### src/rtl/alu_pkg.sv
// Shared encodings for the Toy-ALU datapath: operation codes, control
// states and small helpers that turn an opcode into adder set-up values.
package alu_pkg;

    // Operation encoding on the 2-bit op bus.
    localparam logic [1:0] OP_ADD = 2'b00;  // a + b
    localparam logic [1:0] OP_SUB = 2'b01;  // a - b
    localparam logic [1:0] OP_ADC = 2'b10;  // a + b + cin
    localparam logic [1:0] OP_SBB = 2'b11;  // a - b - cin

    // Control states of the sequential adder.
    typedef enum logic [1:0] {
        ST_IDLE = 2'd0,
        ST_RUN  = 2'd1,
        ST_DONE = 2'd2
    } state_t;

    // Subtracting ops add the inverted B operand; both have op[0] set.
    function automatic logic op_is_sub(input logic [1:0] op);
        return op[0];
    endfunction

    // Carry seeded into chunk 0. Subtraction is a + ~b + 1, and a borrow-in
    // removes that +1, so SBB seeds the inverse of cin.
    function automatic logic seed_carry(input logic [1:0] op, input logic cin);
        logic c;
        case (op)
            OP_ADD:  c = 1'b0;
            OP_SUB:  c = 1'b1;
            OP_ADC:  c = cin;
            default: c = ~cin;
        endcase
        return c;
    endfunction

endpackage : alu_pkg

### src/rtl/chunk_add.sv
// Combinational CHUNK-bit ripple slice: {co, s} = a + b + ci.
module chunk_add #(
    parameter int W = 8
) (
    input  logic [W-1:0] a,
    input  logic [W-1:0] b,
    input  logic         ci,
    output logic [W-1:0] s,
    output logic         co
);

    // Zero-extend every term to W+1 bits so the carry out lands in the top bit.
    assign {co, s} = {1'b0, a} + {1'b0, b} + {{W{1'b0}}, ci};

endmodule : chunk_add

### src/rtl/seq_chunk_adder.sv
// Multi-cycle add/subtract unit. An accepted operation is resolved CHUNK bits
// per clock, LSB chunk first, through a single chunk_add slice. The result and
// its status flags are registered and held until the consumer takes them.
module seq_chunk_adder
    import alu_pkg::*;
#(
    parameter int WIDTH = 32,
    parameter int CHUNK = 8
) (
    input  logic             clk,
    input  logic             rst_n,
    input  logic             in_valid,
    output logic             in_ready,
    input  logic [1:0]       op,
    input  logic [WIDTH-1:0] a,
    input  logic [WIDTH-1:0] b,
    input  logic             cin,
    output logic             out_valid,
    input  logic             out_ready,
    output logic [WIDTH-1:0] sum,
    output logic             carry,
    output logic             overflow,
    output logic             zero
);

    localparam int NCHUNK = WIDTH / CHUNK;
    localparam int CW     = (NCHUNK > 1) ? $clog2(NCHUNK) : 1;
    localparam logic [CW-1:0] LAST = CW'(NCHUNK - 1);

    // Reject geometries that cannot be split into whole chunks.
    if (CHUNK < 1 || (WIDTH % CHUNK) != 0) begin : g_bad_chunk
        $error("seq_chunk_adder: CHUNK must be >= 1 and divide WIDTH");
    end

    state_t            state;
    state_t            state_nxt;
    logic [CW-1:0]     cnt;
    logic [WIDTH-1:0]  opa;        // A, shifted right one chunk per RUN cycle
    logic [WIDTH-1:0]  opb;        // effective B' (b or ~b), shifted likewise
    logic              a_msb;      // sign bits of A and B' for overflow
    logic              b_msb;
    logic              cy;         // carry between chunks
    logic [WIDTH-1:0]  res;        // partial result, filled from the top
    logic [WIDTH-1:0]  res_next;
    logic [CHUNK-1:0]  chunk_s;
    logic              chunk_co;
    logic              accept;
    logic              last_chunk;
    logic              retire;

    assign in_ready   = (state == ST_IDLE);
    assign accept     = in_valid && in_ready;
    assign last_chunk = (state == ST_RUN) && (cnt == LAST);
    assign retire     = (state == ST_DONE) && out_valid && out_ready;

    // The low chunk of each shifted operand is always the one being resolved.
    chunk_add #(.W(CHUNK)) u_chunk (
        .a  (opa[CHUNK-1:0]),
        .b  (opb[CHUNK-1:0]),
        .ci (cy),
        .s  (chunk_s),
        .co (chunk_co)
    );

    // Shift the new chunk in at the top; after NCHUNK shifts chunk 0 sits at the LSB.
    always_comb begin
        res_next = (res >> CHUNK) | (WIDTH'(chunk_s) << (WIDTH - CHUNK));
    end

    // Next-state logic for the IDLE -> RUN -> DONE -> IDLE sequence.
    always_comb begin
        // NOTE: default assignment first so no path leaves state_nxt unassigned (no latch).
        state_nxt = state;
        case (state)
            ST_IDLE: if (accept)     state_nxt = ST_RUN;
            ST_RUN:  if (cnt == LAST) state_nxt = ST_DONE;
            ST_DONE: if (retire)     state_nxt = ST_IDLE;
            default:                 state_nxt = ST_IDLE;
        endcase
    end

    // State register; reset overrides any transition.
    always_ff @(posedge clk) begin
        // NOTE: sequential state uses non-blocking assignments so every flop samples pre-edge values.
        if (!rst_n) state <= ST_IDLE;
        else        state <= state_nxt;
    end

    // Operand and partial-result datapath.
    always_ff @(posedge clk) begin
        // NOTE: these registers have no reset; each is fully reloaded or rebuilt before it is observed.
        if (accept) begin
            opa   <= a;
            opb   <= op_is_sub(op) ? ~b : b;
            a_msb <= a[WIDTH-1];
            b_msb <= op_is_sub(op) ? ~b[WIDTH-1] : b[WIDTH-1];
        end else if (state == ST_RUN) begin
            opa <= opa >> CHUNK;
            opb <= opb >> CHUNK;
            res <= res_next;
        end
    end

    // Chunk counter, inter-chunk carry and the visible result registers.
    always_ff @(posedge clk) begin
        if (!rst_n) begin
            cnt       <= '0;
            cy        <= 1'b0;
            sum       <= '0;
            carry     <= 1'b0;
            overflow  <= 1'b0;
            zero      <= 1'b0;
            out_valid <= 1'b0;
        end else begin
            if (accept) begin
                cnt <= '0;
                cy  <= seed_carry(op, cin);
            end else if (state == ST_RUN) begin
                cnt <= cnt + CW'(1);
                cy  <= chunk_co;
            end

            if (last_chunk) begin
                sum       <= res_next;
                carry     <= chunk_co;
                overflow  <= (a_msb == b_msb) && (res_next[WIDTH-1] != a_msb);
                zero      <= (res_next == '0);
                out_valid <= 1'b1;
            end else if (retire) begin
                out_valid <= 1'b0;
            end
        end
    end

endmodule : seq_chunk_adder

### config.mk
export PLATFORM = sky130hd
export DESIGN_NAME = seq_chunk_adder
export DESIGN_NICKNAME = d
export VERILOG_FILES = /design/src/rtl/alu_pkg.sv /design/src/rtl/chunk_add.sv /design/src/rtl/seq_chunk_adder.sv
export SDC_FILE = /design/constraint.sdc
export NUM_CORES = 1
export LEC_CHECK = 0
export BUFFER_PORTS_ARGS = -buffer_cell sky130_fd_sc_hd__buf_4
export CORE_MARGIN = 5
export CORE_UTILIZATION = 50
export DETAILED_ROUTE_END_ITERATION = 8
export PLACE_DENSITY = 0.76
export RECOVER_POWER = 100
export SETUP_SLACK_MARGIN = 0.5
export SYNTH_ARGS = -nofsm -noshare
export SYNTH_HDL_FRONTEND = slang
export SYNTH_HIERARCHICAL = 1
export SYNTH_SLANG_ARGS = --single-unit
### constraint.sdc
create_clock -name clk -period 2.85 [get_ports clk]
set_input_delay 0.4275 -clock clk [delete_from_list [all_inputs] [get_ports clk]]
set_output_delay 0.4275 -clock clk [all_outputs]
set_load 0.03 [all_outputs]
==> impl_metrics.toml, run 1 <==
[synthesis]
synth_seq_area_share_pct = 63.0
async_reset_ff_share_pct = 0
yosysWarnings = 6
ys_top_cells_by_area = "edfxtp_1 48%, dfxtp_1 15%, nand2_1 11%"
synth_cells = 513
synth-seq-cells = 131
synth-edff-count = 90
synth_commonest_cells = "171 x nand2_1, 90 x edfxtp_1, 41 x dfxtp_1, 39 x a21oi_1, 33 x xnor2_1"
synth_nets = 594
synth_top_area_share_pct = 48.3
yosys.cell_count.top_type = "nand2_1"
synth_flop_cell = "edfxtp_1"
avgSynthCellArea_um2 = 10.9
synth.distinct_cells = 42
yosys.area.top_type = "edfxtp_1"
syn_area_um2 = 5590

[floorplanning]
die_h_um = 116
core_area_um2 = 10900
placementRows = 38
die_area_um2 = 13400
initial_core_util_pct = 51.4
io_pins = 108
die_width_um = 116

[clock_tree]
cts_root_buf = "clkbuf_8"
cts-buffers-inserted = 17
clk_latency_ps = 520
cts_max_level = 4
clock-sinks = 131
ctsHoldBuffers = 0
clock_path_buffers = 2
cts.clk_slew.worst_paths_ps = 60
cts_tree = "done"

[placement]
place_hpwl_um = 7980
routabilityCongestion = 0.795
io_buffer_count = 107
dpl.cell_count = 738

[power_and_ir_drop]
p_leak_nw = 2.66
powerDensity_nw_per_um2 = 768
vdd_drop_max_mv = 0.376

[final_layout]
fin_util_pct = 63.9
nets = 701
seq_area_um2 = 3520
layout-drive-gt1-share_pct = 18.2
multi_input_comb_area_um2 = 1890
antennaDiodeCount = 0
fillers = 902
final_cells = 773
syn_to_final_growth_pct = 24.4

[sta]
final_hold_viol_count = 0
fin_worst_skew_ps = 12.0
rsz0062_at_grt = "yes"
max_slew_margin_pct = -45.3
setup_tns_ps = 0
period_share_pct = 88.3
setup_viol = 0
period_needed_ps = 2520
max_freq_mhz = 397
worstMarginPinSlew_ps = 2180
slew_violations = 70

[route]
drc = 0
ant_nets = 0
totalWireLength_um = 11500
firstDrtPassIters = 5
wl_per_cell_um = 14.8
vias = 3940
detail_route.iter0.violations = 279
vias_per_cell = 5.10

[critical_path]
crit_path_start = "opa[0]"
r2r-start = "opa[0]"
path_max_fanout = 2
cp.required_ps = 3270
endpoint_kind = "flop"
arrival_ps = 2930
worstSetupPathType = "reg -> reg"
start_kind = "flop"

[global_route]
grt_pass1_vias = 3905
grt_pass1_wl_um = 18500
grt_overflow_total = 0
gr-usage-all-layers_pct = 17.7
antenna_found_initial = 0
grt_start_max_net_pins = 56

[run_status]
status = "finished with violations"
violations = "max-capacitance violations, max-slew violations"

[worst_hold_path]
hp-start = "a[31]"
hp-class = "in -> reg"

[run]
cap_violations = 2
[layer usage]
metal | wire length, um | track usage (%)
met1 | 4560 | 21.6
met2 | 5980 | 30.7
met3 | 848 | 5.69
met4 | 77 | 4.33
met5 | 0 | 0
[worst max-delay path, cell delays in order, from the launching register on]
cell and delay [ps]:
edfxtp_1 410, fa_1 480, fa_1 420, a21oi_1 230, o21bai_1 100, xor2_1 170, nor4_1 210, nand4_1 140
o31ai_1 270
[cells by family (layout without fill, tap and decap cells)]
family	Yosys count	in the layout	share of synthesized area, %
AND/OR/NAND/NOR	221	221	16.7
adder cells (fa/ha/maj)	10	10	2.51
multiplexers	1	1	0.179
XOR/XNOR	38	38	5.95
AO/OA/AOI/OAI	79	79	7.94
flip-flops	131	131	63.0
buffers and inverters	33	153	3.71
[layout make-up]
type	instances	area share [%]
clock inverters	11	2.46
multi-input cells	349	27.1
clock buffers	21	6.76
flip-flops and latches	131	50.6
inverters	6	0.324
well taps	140	2.52
repair buffers	115	10.2
[layout by cell type, fill, tap and decap left out, types with 3 or more instances in the layout]
| cell | netlist | layout |
|---|---|---|
| a21oi_1 | 39 | 39 |
| and2_0 | 0 | 3 |
| and2_1 | 10 | 7 |
| buf_4 | 0 | 71 |
| bufinv_16 | 0 | 4 |
| clkbuf_1 | 3 | 41 |
| clkbuf_16 | 0 | 17 |
| clkbuf_8 | 0 | 3 |
| dfxtp_1 | 41 | 41 |
| edfxtp_1 | 90 | 90 |
| ha_1 | 8 | 7 |
| inv_1 | 3 | 4 |
| nand2_1 | 171 | 171 |
| nand3_1 | 3 | 3 |
| nand3b_1 | 4 | 4 |
| nand4_1 | 3 | 3 |
| nor2_1 | 12 | 12 |
| nor4_1 | 7 | 6 |
| o21ai_0 | 6 | 27 |
| xnor2_1 | 33 | 33 |
| xor2_1 | 5 | 5 |
[state kept, by name, indices dropped and copies added, names as in the netlist]
signal,flops
zero,1
state,2
b_msb,1
cnt,2
sum,32
opa,32
res,24
cy,1
carry,1
overflow,1
a_msb,1
out_valid,1
opb,32
[final timing paths]
kind | end | slack (ps) | depth (start not counted)
setup / recovery | zero | 330 | 8
hold / removal | a_msb | 160 | 1
setup reg to reg | zero | 330 | 8
hold reg to reg | sum[13] | 450 | 2
[stage by stage]
step	hold slack, ps	area [um2]	total power, mW	setup slack [ps]
after floorplan	450	5600	2.83	546
after global placement	443	6440	3.01	498
after detailed placement	448	6440	3.05	350
after CTS	86.1	7120	5.39	477
after global routing	162	6960	5.57	237
final	157	6960	5.35	333
[timing repair]
action | in CTS | in global routing
resized for setup | 7 | 5
buffers inserted | 2 | 1
pin swaps | 6 | 9
endpoints found under the setup margin | 2 | 3
[report_power, final]
part / switching [mW] / internal [mW] / total (mW)
Combinational: 0.376 / 0.289 / 0.664
Clock: 0.784 / 1.52 / 2.31
Sequential: 0.0840 / 2.29 / 2.37
Total: 1.24 / 4.10 / 5.35
Power figures use the tool's default switching activity.
==> run 2: changes to the inputs <==
--- a/config.mk
+++ b/config.mk
@@ -9,6 +9,7 @@
 export CORE_MARGIN = 5
 export CORE_UTILIZATION = 50
 export DETAILED_ROUTE_END_ITERATION = 8
+export GPL_TIMING_DRIVEN = 0
 export PLACE_DENSITY = 0.76
 export RECOVER_POWER = 100
 export SETUP_SLACK_MARGIN = 0.5
==> run 2 against run 1 <==
  * The run now ends clean
  * First-iteration DRC count increased by 0.72%
  * Worst hold slack got worse by 39 ps
  * Sequential share of layout area shrank 0.69 points
  * Combinational power increased by 6.3%
  * Final cell count increased by 3.1%
  * Non-clock buffer count grew 24
  * Final area increased by 1.4%
  * Utilization up 0.88 points
==> impl_metrics.toml, run 2 (same netlist as run 1, synthesis figures left out) <==
[sta]
slew_violations = 0
worstMarginPinSlew_ps = 932
setup_tns_ps = 0
period_needed_ps = 2480
period_share_pct = 87.0
final_hold_viol_count = 0
max_slew_margin_pct = 37.8
rsz0062_at_grt = "yes"
setup_viol = 0
max_freq_mhz = 403
worst_hold_slack_ps = 118
fin_worst_skew_ps = 7.48

[worst_hold_path]
hp-class = "in -> reg"

[critical_path]
worst-path-buf-inv = 0
worstSetupPathType = "reg -> reg"
critPathTopFamily = "adder cells"
path_max_fanout = 2
cpPeakStageDelay_ps = 460
endpoint_kind = "flop"
arrival_ps = 2880
start_kind = "flop"
crit_slowest_cell = "fa_1"
worstPathCellList = "fa_1, fa_1, a21oi_1, o21a_1, o21ai_0, and3b_1, a211oi_1, a211oi_2"
cpMostUsedCell = "fa_1"
cp.required_ps = 3250

[power_and_ir_drop]
powerDensity_nw_per_um2 = 740
vdd_drop_max_mv = 0.385
p_leak_nw = 2.69

[final_layout]
final_cell_mix = "170 x nand2_1, 90 x edfxtp_1, 71 x buf_4"
reg.largest.list = "opa: 32 flops, opb: 32 flops, sum: 32 flops"
syn_to_final_growth_pct = 26.1
antennaDiodeCount = 0
nets = 725
layout-drive-gt1-share_pct = 19.8
final_common_cell = "nand2_1"
design_area_um2 = 7060

[floorplanning]
core_area_um2 = 10900
die_width_um = 116
io_pins = 108
die_area_um2 = 13400
die_h_um = 116
initial_core_util_pct = 51.4
placementRows = 38

[placement]
post_dp_cell_area_um2 = 6570
routabilityCongestion = 0.824
io_buffer_count = 106
place_hpwl_um = 8680

[global_route]
grt_start_max_net_pins = 65
gr-usage-met3_pct = 6.06
grt_pass1_vias = 4120
grt-busiest-layer = "met2"
use_met1_pct = 22.4
gr-usage-all-layers_pct = 18.9
grt_overflow_total = 0
grt_pass1_wl_um = 19200
use_met2_pct = 32.8
antenna_found_initial = 0

[route]
drc = 0
firstDrtPassIters = 4
ant_nets = 0
wl_per_cell_um = 15.1
vias_per_cell = 5.08
vias = 4048
detail_route.iter0.violations = 281
totalWireLength_um = 12000

[clock_tree]
cts-buffers-inserted = 17
cts_root_buf = "clkbuf_8"
clock-sinks = 131
cts_tree = "done"
clock_path_buffers = 2
clk_latency_ps = 520
cts.clk_slew.worst_paths_ps = 60
cts_max_level = 4
ctsHoldBuffers = 0

[run_status]
status = "completed"

[run]
cap_violations = 0
[run 2: cell count changes in the layout (fill, tap and decap cells not counted), sizes merged]
| cell | previous run | this run |
|---|---|---|
| buf | 71 | 82 |
| clkinvlp | 1 | 3 |
| bufinv | 4 | 2 |
| inv | 8 | 7 |
| clkbuf | 65 | 77 |
| clkinv | 4 | 6 |
[run 2: path summary, 6_finish.rpt]
path	start	to	slack (ps)	cells after the start
worst min-delay path	a[31]	a_msb	120	1
worst max register to register	opb[0]	cy	370	8
worst max-delay path	opb[0]	cy	370	8
worst min register to register	sum[26]	sum[26]	460	2
[run 2: power breakdown]
group          total, mW  switching (mW)  internal (mW)
logic              0.706           0.398          0.308
registers           2.38          0.0924           2.29
clock network       2.13           0.790           1.34
total               5.22            1.28           3.94
[run 2: timing repair]
item | in CTS | in global routing
pin swaps | 8 | 1
cloned | 0 | 0
buffers inserted | 4 | 2
gates resized for setup | 8 | 7
setup endpoints to repair | 67 | 67
[run 2: layout make-up]
cell class	instances	area [um2]
Buffer	27	121
Clock buffer	20	467
Clock inverter	12	126
Fill cell	878	3830
Inverter	6	23.8
Multi-Input combinational cell	349	1930
Sequential cell	131	3520
Tap cell	140	175
Timing Repair Buffer	112	694
[run 2: per-layer routing]
layer	up-vias	part of all wire [%]
met3	10	6.9
met2	135	51
met4	0	1.2
li1	2021	-
met5	-	0
met1	1882	40
[run 2: per-stage QoR]
step | setup WS, ps | power [mW] | cells | util [%]
6_report | 370 | 5.22 | 797 | 64.8
5_1_grt | 235 | 5.42 | 797 | 64.8
4_1_cts | 498 | 5.27 | 795 | 66.6
3_5_place_dp | 103 | 3.08 | 759 | 60.3
3_3_place_gp | 128 | 3.05 | 759 | 60.3
2_1_floorplan | 546 | 2.83 | 513 | -
